`src/rtl/rv_iommu_axi4_burst_splitter.sv`:
```
// Splits a linear read request into AXI4 INCR AR bursts that never cross 4 KiB or exceed 256 beats.
// Optional split statistics (split_cnt_o, split_o) are enabled with RV_IOMMU_AXI4_SPLIT_STATS_EN.
module rv_iommu_axi4_burst_splitter #(
  parameter int ADDR_WIDTH = 56,
  parameter int NBEATS_W   = 12,
  parameter int MAX_SIZE   = 3
) (
  input  logic                  clk_i,
  input  logic                  rst_i,
  input  logic                  req_valid_i,
  output logic                  req_ready_o,
  input  logic [ADDR_WIDTH-1:0] req_addr_i,
  input  logic [NBEATS_W-1:0]   req_nbeats_i,
  input  logic [2:0]            req_size_i,
  output logic                  ar_valid_o,
  input  logic                  ar_ready_i,
  output logic [ADDR_WIDTH-1:0] ar_addr_o,
  output logic [7:0]            ar_len_o,
  output logic [2:0]            ar_size_o,
  output logic [1:0]            ar_burst_o,
  output logic                  ar_last_o,
  output logic                  done_o,
  output logic                  err_o
`ifdef RV_IOMMU_AXI4_SPLIT_STATS_EN
  ,
  output logic [7:0]            split_cnt_o,
  output logic                  split_o
`endif
);

  typedef enum logic {IDLE, ISSUE} state_e;

  localparam int EW = ADDR_WIDTH + NBEATS_W + 8;
  localparam int CW = (NBEATS_W > 13) ? NBEATS_W : 13;

  state_e                state_q, state_d;
  logic [ADDR_WIDTH-1:0] addr_q, addr_d;
  logic [NBEATS_W-1:0]   rem_q, rem_d;
  logic [2:0]            size_q, size_d;
  logic [7:0]            len_q, len_d;
  logic                  last_q, last_d;
  logic                  done_q, done_d;
  logic                  err_q, err_d;

  logic [EW-1:0]         end_addr;
  logic [7:0]            align_mask;
  logic                  req_bad;
  logic [12:0]           chunk_cur, chunk_n;
  logic [ADDR_WIDTH-1:0] addr_nx;
  logic [NBEATS_W-1:0]   rem_nx;

  // Beats to issue from addr offset off: min(remaining, beats to 4 KiB edge, 256).
  function automatic logic [12:0] calc_chunk(input logic [11:0] off,
                                             input logic [NBEATS_W-1:0] rem,
                                             input logic [2:0] size);
    logic [CW-1:0] to_bnd;
    logic [CW-1:0] c;
    to_bnd = CW'((13'd4096 - {1'b0, off}) >> size);
    c = to_bnd;
    if (CW'(rem) < c) c = CW'(rem);
    if (c > CW'(256)) c = CW'(256);
    return 13'(c);
  endfunction

  always_comb begin
    end_addr   = EW'(req_addr_i) + (EW'(req_nbeats_i) << req_size_i) - EW'(1);
    align_mask = (8'd1 << req_size_i) - 8'd1;
    req_bad    = (req_nbeats_i == '0) || (req_size_i > 3'(MAX_SIZE)) ||
                 (|(req_addr_i[7:0] & align_mask)) || (|end_addr[EW-1:ADDR_WIDTH]);
    chunk_cur  = 13'(len_q) + 13'd1;
    addr_nx    = addr_q + (ADDR_WIDTH'(chunk_cur) << size_q);
    rem_nx     = rem_q - NBEATS_W'(chunk_cur);
  end

  always_comb begin
    state_d = state_q;
    addr_d  = addr_q;
    rem_d   = rem_q;
    size_d  = size_q;
    len_d   = len_q;
    last_d  = last_q;
    done_d  = 1'b0;
    err_d   = 1'b0;
    chunk_n = '0;
    case (state_q)
      IDLE: begin
        if (req_valid_i) begin
          if (req_bad) begin
            err_d = 1'b1;
          end else begin
            chunk_n = calc_chunk(req_addr_i[11:0], req_nbeats_i, req_size_i);
            addr_d  = req_addr_i;
            rem_d   = req_nbeats_i;
            size_d  = req_size_i;
            len_d   = 8'(chunk_n - 13'd1);
            last_d  = (CW'(chunk_n) == CW'(req_nbeats_i));
            state_d = ISSUE;
          end
        end
      end
      ISSUE: begin
        if (ar_ready_i) begin
          if (last_q) begin
            state_d = IDLE;
            done_d  = 1'b1;
          end else begin
            chunk_n = calc_chunk(addr_nx[11:0], rem_nx, size_q);
            addr_d  = addr_nx;
            rem_d   = rem_nx;
            len_d   = 8'(chunk_n - 13'd1);
            last_d  = (CW'(chunk_n) == CW'(rem_nx));
          end
        end
      end
      default: state_d = IDLE;
    endcase
  end

  always_ff @(posedge clk_i) begin
    if (rst_i) begin
      state_q <= IDLE;
      addr_q  <= '0;
      rem_q   <= '0;
      size_q  <= '0;
      len_q   <= '0;
      last_q  <= 1'b0;
      done_q  <= 1'b0;
      err_q   <= 1'b0;
    end else begin
      state_q <= state_d;
      addr_q  <= addr_d;
      rem_q   <= rem_d;
      size_q  <= size_d;
      len_q   <= len_d;
      last_q  <= last_d;
      done_q  <= done_d;
      err_q   <= err_d;
    end
  end

  assign req_ready_o = (state_q == IDLE);
  assign ar_valid_o  = (state_q == ISSUE);
  assign ar_addr_o   = addr_q;
  assign ar_len_o    = len_q;
  assign ar_size_o   = size_q;
  assign ar_burst_o  = 2'b01;
  assign ar_last_o   = last_q;
  assign done_o      = done_q;
  assign err_o       = err_q;

`ifdef RV_IOMMU_AXI4_SPLIT_STATS_EN
  logic [7:0] split_cnt_q, split_cnt_d;
  logic       split_q, split_d;

  // A non-zero count before the final handshake means more than one AR was needed.
  always_comb begin
    split_cnt_d = split_cnt_q;
    split_d     = 1'b0;
    if (state_q == IDLE && req_valid_i && !req_bad) begin
      split_cnt_d = '0;
    end else if (state_q == ISSUE && ar_ready_i) begin
      if (split_cnt_q != 8'hFF) split_cnt_d = split_cnt_q + 8'd1;
      if (last_q) split_d = (split_cnt_q != 8'd0);
    end
  end

  always_ff @(posedge clk_i) begin
    if (rst_i) begin
      split_cnt_q <= '0;
      split_q     <= 1'b0;
    end else begin
      split_cnt_q <= split_cnt_d;
      split_q     <= split_d;
    end
  end

  assign split_cnt_o = split_cnt_q;
  assign split_o     = split_q;
`endif

endmodule
```
`config.mk`:
```
export PLATFORM = sky130hd
export DESIGN_NAME = rv_iommu_axi4_burst_splitter
export DESIGN_NICKNAME = d
export VERILOG_FILES = /design/src/rtl/rv_iommu_axi4_burst_splitter.sv
export SDC_FILE = /design/constraint.sdc
export NUM_CORES = 1
export LEC_CHECK = 0
export CORE_AREA = 2 2 174 125
export CTS_BUF_LIST = sky130_fd_sc_hd__clkbuf_8
export CTS_CLUSTER_DIAMETER = 60
export CTS_CLUSTER_SIZE = 20
export DETAILED_ROUTE_END_ITERATION = 8
export DIE_AREA = 0 0 176 127
export PLACE_DENSITY = 0.84
export SYNTH_ARGS = -nofsm -noshare
export SYNTH_HDL_FRONTEND = slang
export SYNTH_SLANG_ARGS = --single-unit
```
`constraint.sdc`:
```
create_clock -name clk_i -period 23.5 [get_ports clk_i]
set_input_delay 5.875 -clock clk_i [delete_from_list [all_inputs] [get_ports clk_i]]
set_output_delay 5.875 -clock clk_i [all_outputs]
set_load 0.02 [all_outputs]
```
# Word level (Yosys, flattened, before mapping)

Cells that the tools add are included.

Bits in registers: 83
Input port bits: 75
Logic and storage cells: 93

Shift-type cells: 5
Multiplexer cells: 43
Add/subtract/negate cells: 10
Reduce and logical (&&, ||, !) cells: 11
Bitwise gates (word level): 5
Eq/ne operators: 6
$lt $le $gt $ge: 5

Operator list:

| operator                                                        | number |
|---|---|
| 2-to-1 mux 56 bit                                               | 4 |
| 2-to-1 mux 13 bit                                               | 16 |
| one-hot mux 56 bit (2 select lines)                             | 1 |
| adder 56 x 76 -> 76 bit                                         | 1 |
| << shifter 12 x 3 -> 76 bit                                     | 1 |
| subtractor 76 x 1 -> 76 bit (second input constant)             | 1 |
| adder 56 bit                                                    | 1 |
| << shifter 9 x 3 -> 56 bit                                      | 1 |
| 2-to-1 mux 12 bit                                               | 4 |
| 2-to-1 mux 8 bit                                                | 4 |
| equality test 13 x 12 -> 1 bit                                  | 2 |
| greater-than comparator 13 x 9 -> 1 bit (second input constant) | 2 |
| less-than comparator 12 x 13 -> 1 bit                           | 2 |
| >> shifter 13 x 3 -> 13 bit                                     | 2 |
| subtractor 13 x 12 -> 13 bit (first input constant)             | 2 |
| one-hot mux 12 bit (2 select lines)                             | 1 |
| subtractor 8 x 1 -> 8 bit (second input constant)               | 3 |
| OR reduction 20 bit                                             | 1 |
| one-hot mux 8 bit (2 select lines)                              | 1 |
| logical NOT 12 bit                                              | 1 |
| subtractor 12 x 9 -> 12 bit                                     | 1 |
| 2-to-1 mux 1 bit                                                | 10 |
| adder 8 x 1 -> 9 bit (second input constant)                    | 1 |
| AND 8 bit                                                       | 1 |
| other kinds (10)                                                | 21 |

# Logic depth before layout (Yosys ltp)

Word-level depth: 19
Gate-level depth with buffers: 40
Gate-level depth less buffers: 37

# Worst setup path after synthesis

No wires, ideal clock.

Kind: input to register
From: input req_addr_i[1]
To: register len_q[4] (netlist: ar_len_o[4])
Slack: 12.602 ns
Arrival time: 10.776 ns
Required time: 23.378 ns
Library setup time: 0.122 ns
Stages on the path: 25
Path through: inv_1 ha_1 or4b_1 clkbuf_1 o31ai_1 nand2_1 a21oi_1 mux2i_1 a21boi_0 inv_1 ha_1 a21o_1 a21o_1 a221oi_1 o21ai_0 o31ai_2 mux2_2 o21ai_2 nand2b_1 nor2_1 a31oi_1 ha_1 o211ai_1 and4_1 a311o_1

Longest elaborated chain between the ends: 16
Elaborated cells on any way between the ends: 25

RTL lines:

| element                                 | line | text |
|---|---|---|
| start, declared                         | 12   | `input logic [ADDR_WIDTH-1:0] req_addr_i,` |
| subtractor 13 x 12 -> 13 bit            | 58   | `to_bnd = CW'((13'd4096 - {1'b0, off}) >> size);` |
| >> shifter 13 x 3 -> 13 bit             | 58   |  |
| less-than comparator 12 x 13 -> 1 bit   | 60   | `if (CW'(rem) < c) c = CW'(rem);` |
| 2-to-1 mux 13 bit                       | 60   |  |
| 2-to-1 mux 13 bit                       | 88   | `if (req_bad) begin` |
| 2-to-1 mux 13 bit                       | 87   | `if (req_valid_i) begin` |
| 2-to-1 mux 13 bit                       | 85   | `case (state_q)` |
| greater-than comparator 13 x 9 -> 1 bit | 61   | `if (c > CW'(256)) c = CW'(256);` |
| 2-to-1 mux 13 bit                       | 61   |  |
| 2-to-1 mux 13 bit                       | 88   |  |
| 2-to-1 mux 13 bit                       | 87   |  |
| 2-to-1 mux 13 bit                       | 85   |  |
| subtractor 8 x 1 -> 8 bit               | 95   | `len_d = 8'(chunk_n - 13'd1);` |
| 2-to-1 mux 8 bit                        | 88   |  |
| 2-to-1 mux 8 bit                        | 87   |  |
| one-hot mux 8 bit (2 select lines)      | 85   |  |
| end signal, assigned                    | 134  | `len_q <= len_d;` |
| end, declared                           | 40   | `logic [7:0] len_q, len_d;` |

Parallel ways exist; a longest one is shown, timed or not. The select of a mux whose other input is x is not followed.
A chain may end at the register's enable or synchronous reset.

# Worst setup path after layout

From: input req_addr_i[1]
To: register len_q[6] (netlist: ar_len_o[6])

Same word-level chain as after synthesis.

==> run metrics <==
Synth area leader=dfxtp_1; DR vias=14100; global route overflow=0; Routed WL per cell=20.6 microns; final setup margin=between 10 and 15 ns; Mapped Area=0.0122 sq mm; Root Driver=clkbuf_8; Synthesis Warnings=0; Post-synth EDFFs=0; Post CTS Setup Buffer Count=0; num rows=44; TritonCTS clock tree=done; Slew HR=0.356; TritonRoute pass-1 iters=8; Num CTS Buffers=9; hold_buf cts=0; dpl ws=10.86 ns; Synth Register Bits=83; Post-route DRC=0; setup TNS=0 ns; P&R area growth vs syn=14.0%; top-area cell type share of the netlist area=0.137; Die W=about 180 microns; I/O pin count=149; overall routing resource usage=0.373; CTS sink cnt=83; port bufs=146; first-pass GRT wire length=around 67 mm; critical path data arrival time=between 10 and 15 ns; PostCTS Resize Cnt=0; depth of the worst register-to-register path=31; clock buffer depth=2; fmax=79.9 MHz; Synth Net Count=1930; Setup Skew=0.0138 ns; Synth async-reset ratio=0; Hold EP=rem_q[0]; most frequent cells in the layout=nand2_1 (156), inv_1 (149), clkdlybuf4s50_1 (145); LEAKAGE=~0.0055 uW; final setup fails=0; Clock transition at path regs=0.09 ns; Chip Height=127 microns; Final period util=0.532; top post-synthesis cells by area=dfxtp_1 (14%), ha_1 (13%), a21oi_1 (5.8%); vias in the first global route=12600; final HPWL from detailed placement=32.7 mm; HP Start=rem_q[0]; RR Startpoint=ar_len_o[0]; crit path max fanout=21; Via density=a little under 7; Primary FF master, synth=dfxtp_1; Max Slew Vio Count=0; post-synthesis cell count=1727; Worst VDD drop=0.0277 mV; Worst Hold Class=reg2reg; final-stage net count=2000; CP required=roughly 24 ns; Setup crit end kind=register; Total Power=565 uW; H-tree depth=3; final WL=42.7 mm; Tmin final=~13 ns; share of cells above drive strength 1=0.0516; final hold vios=0; synth unique cells=103; 1st-iter DRT viols=2136; status=finished clean; commonest non-fill, non-tap cell in the layout=nand2_1; die area=0.0224 sq mm; Worst-Skew Late Latency=0.40 ns; reg2reg end=ar_len_o[7]; initial antenna violation count=0; max_cap viols=0; Worst Tran Pin Value=0.966 ns; Power Dens Cells=40.8 mW/mm^2; Mean Syn Cell Area=7.04 sq um; effective utilization at floorplan=0.592; CP Launch Type=input port; unrepaired setup endpoints after global routing=no; R2R Setup Slk=14.47 ns; hold depth=2; Core ar.=0.0205 sq mm; routability cong.=1.05; CP Class=in2reg; antenna violation net count after detailed routing=0; largest net degree at the start of global routing=81; sequential area share after synthesis=0.137
[synthesized netlist by cell type (16+ instances only)]
library cell / n
nand2_1: 156
inv_1: 147
a21oi_1: 141
nor2_1: 140
ha_1: 126
o21ai_0: 86
dfxtp_1: 83
clkbuf_1: 73
nand3_1: 69
a211oi_1: 60
a21o_1: 54
nor3_1: 49
o22ai_1: 41
mux2i_1: 39
nor4_1: 26
and3_1: 21
xnor2_1: 21
a31oi_1: 19
nand4_1: 18
o211ai_1: 17
buf_2: 16
o21a_1: 16
or3_1: 16
[metal layers]
layer	wire [microns]	share of wire	GRT usage
met1	18900	0.44	0.555
met2	17100	0.40	0.530
met3	5610	0.13	0.0866
met4	1150	0.027	0.109
met5	0	0	0.00658
[worst max path at each step]
stage / from / endpoint / slack, ns / cells past startpoint
2_1_floorplan: req_addr_i[1] / ar_len_o[4] / 12.60 / 25
3_3_place_gp: req_addr_i[1] / ar_len_o[4] / 11.16 / 27
3_5_place_dp: req_addr_i[1] / ar_len_o[6] / 10.86 / 27
4_1_cts: req_addr_i[1] / ar_len_o[6] / 11.25 / 27
5_1_grt: req_addr_i[1] / ar_len_o[6] / 10.63 / 28
6_report: req_addr_i[1] / ar_len_o[6] / 10.99 / 27
[power by group]
| group | internal (uW) | switching (uW) | leakage, uW |
|---|---|---|---|
| clock network | 51.2 | 61.7 | 0.000101 |
| registers | 145 | 5.39 | 0.000672 |
| logic | 117 | 185 | 0.00476 |
[registers in the layout, indices dropped and copies added (netlist names)]
| register | cells |
|---|---|
| ar_valid_o | 1 |
| ar_addr_o | 56 |
| err_o | 1 |
| done_o | 1 |
| ar_last_o | 1 |
| rem_q | 12 |
| ar_len_o | 8 |
| ar_size_o | 3 |
[final cells by class]
type | count | area, sq um
timing repair buffer | 161 | 1570
sequential | 83 | 1670
clock buffer | 10 | 138
multi-input combinational | 1394 | 9510
inverter | 148 | 556
fill | 1796 | 6690
tap | 276 | 345
antenna | 1 | 2.50
clock inverter | 6 | 57.6
[metrics by stage]
stage / hold slack [ns] / util / cell area (sq um) / instances
3_5_place_dp: 0.463 / 0.665 / 13600 / 2062
6_report: 0.482 / 0.674 / 13800 / 2079
2_1_floorplan: 0.432 / - / 12200 / 1727
4_1_cts: 0.476 / 0.674 / 13800 / 2078
3_3_place_gp: 0.444 / 0.665 / 13600 / 2062
5_1_grt: 0.503 / 0.674 / 13800 / 2078
[kinds of logic after synthesis]
group	Yosys count	synth area share
AOI/OAI and AO/OA	595	0.340
xor gates and xnor gates	31	0.0230
adders and majority gates	128	0.133
buffers and inverters	250	0.0807
DFF	83	0.137
muxes	49	0.0470
other	2	0.000618
and+or+nand+nor	589	0.239
[worst max-delay path: stages]
cell and delay, ns:
clkdlybuf4s50_1 0.58, inv_1 0.18, ha_1 0.24, or4b_1 0.60, o31ai_1 0.37, nand2_1 0.13
a21oi_1 0.26, mux2i_1 0.16, a21boi_0 0.42, inv_1 0.19, ha_1 0.23, a21o_1 0.18
a21o_1 0.17, a221oi_1 0.33, a221o_1 0.21, a21oi_1 0.11, o31ai_2 0.10, buf_4 0.26
mux2_2 0.38, o21ai_2 0.40, nor2_1 0.19, a32oi_1 0.29, ha_1 0.26, a21boi_0 0.20
o221ai_1 0.17, nand4_1 0.14, o221ai_1 0.12
No activity file was read; power rests on OpenSTA's default activity.
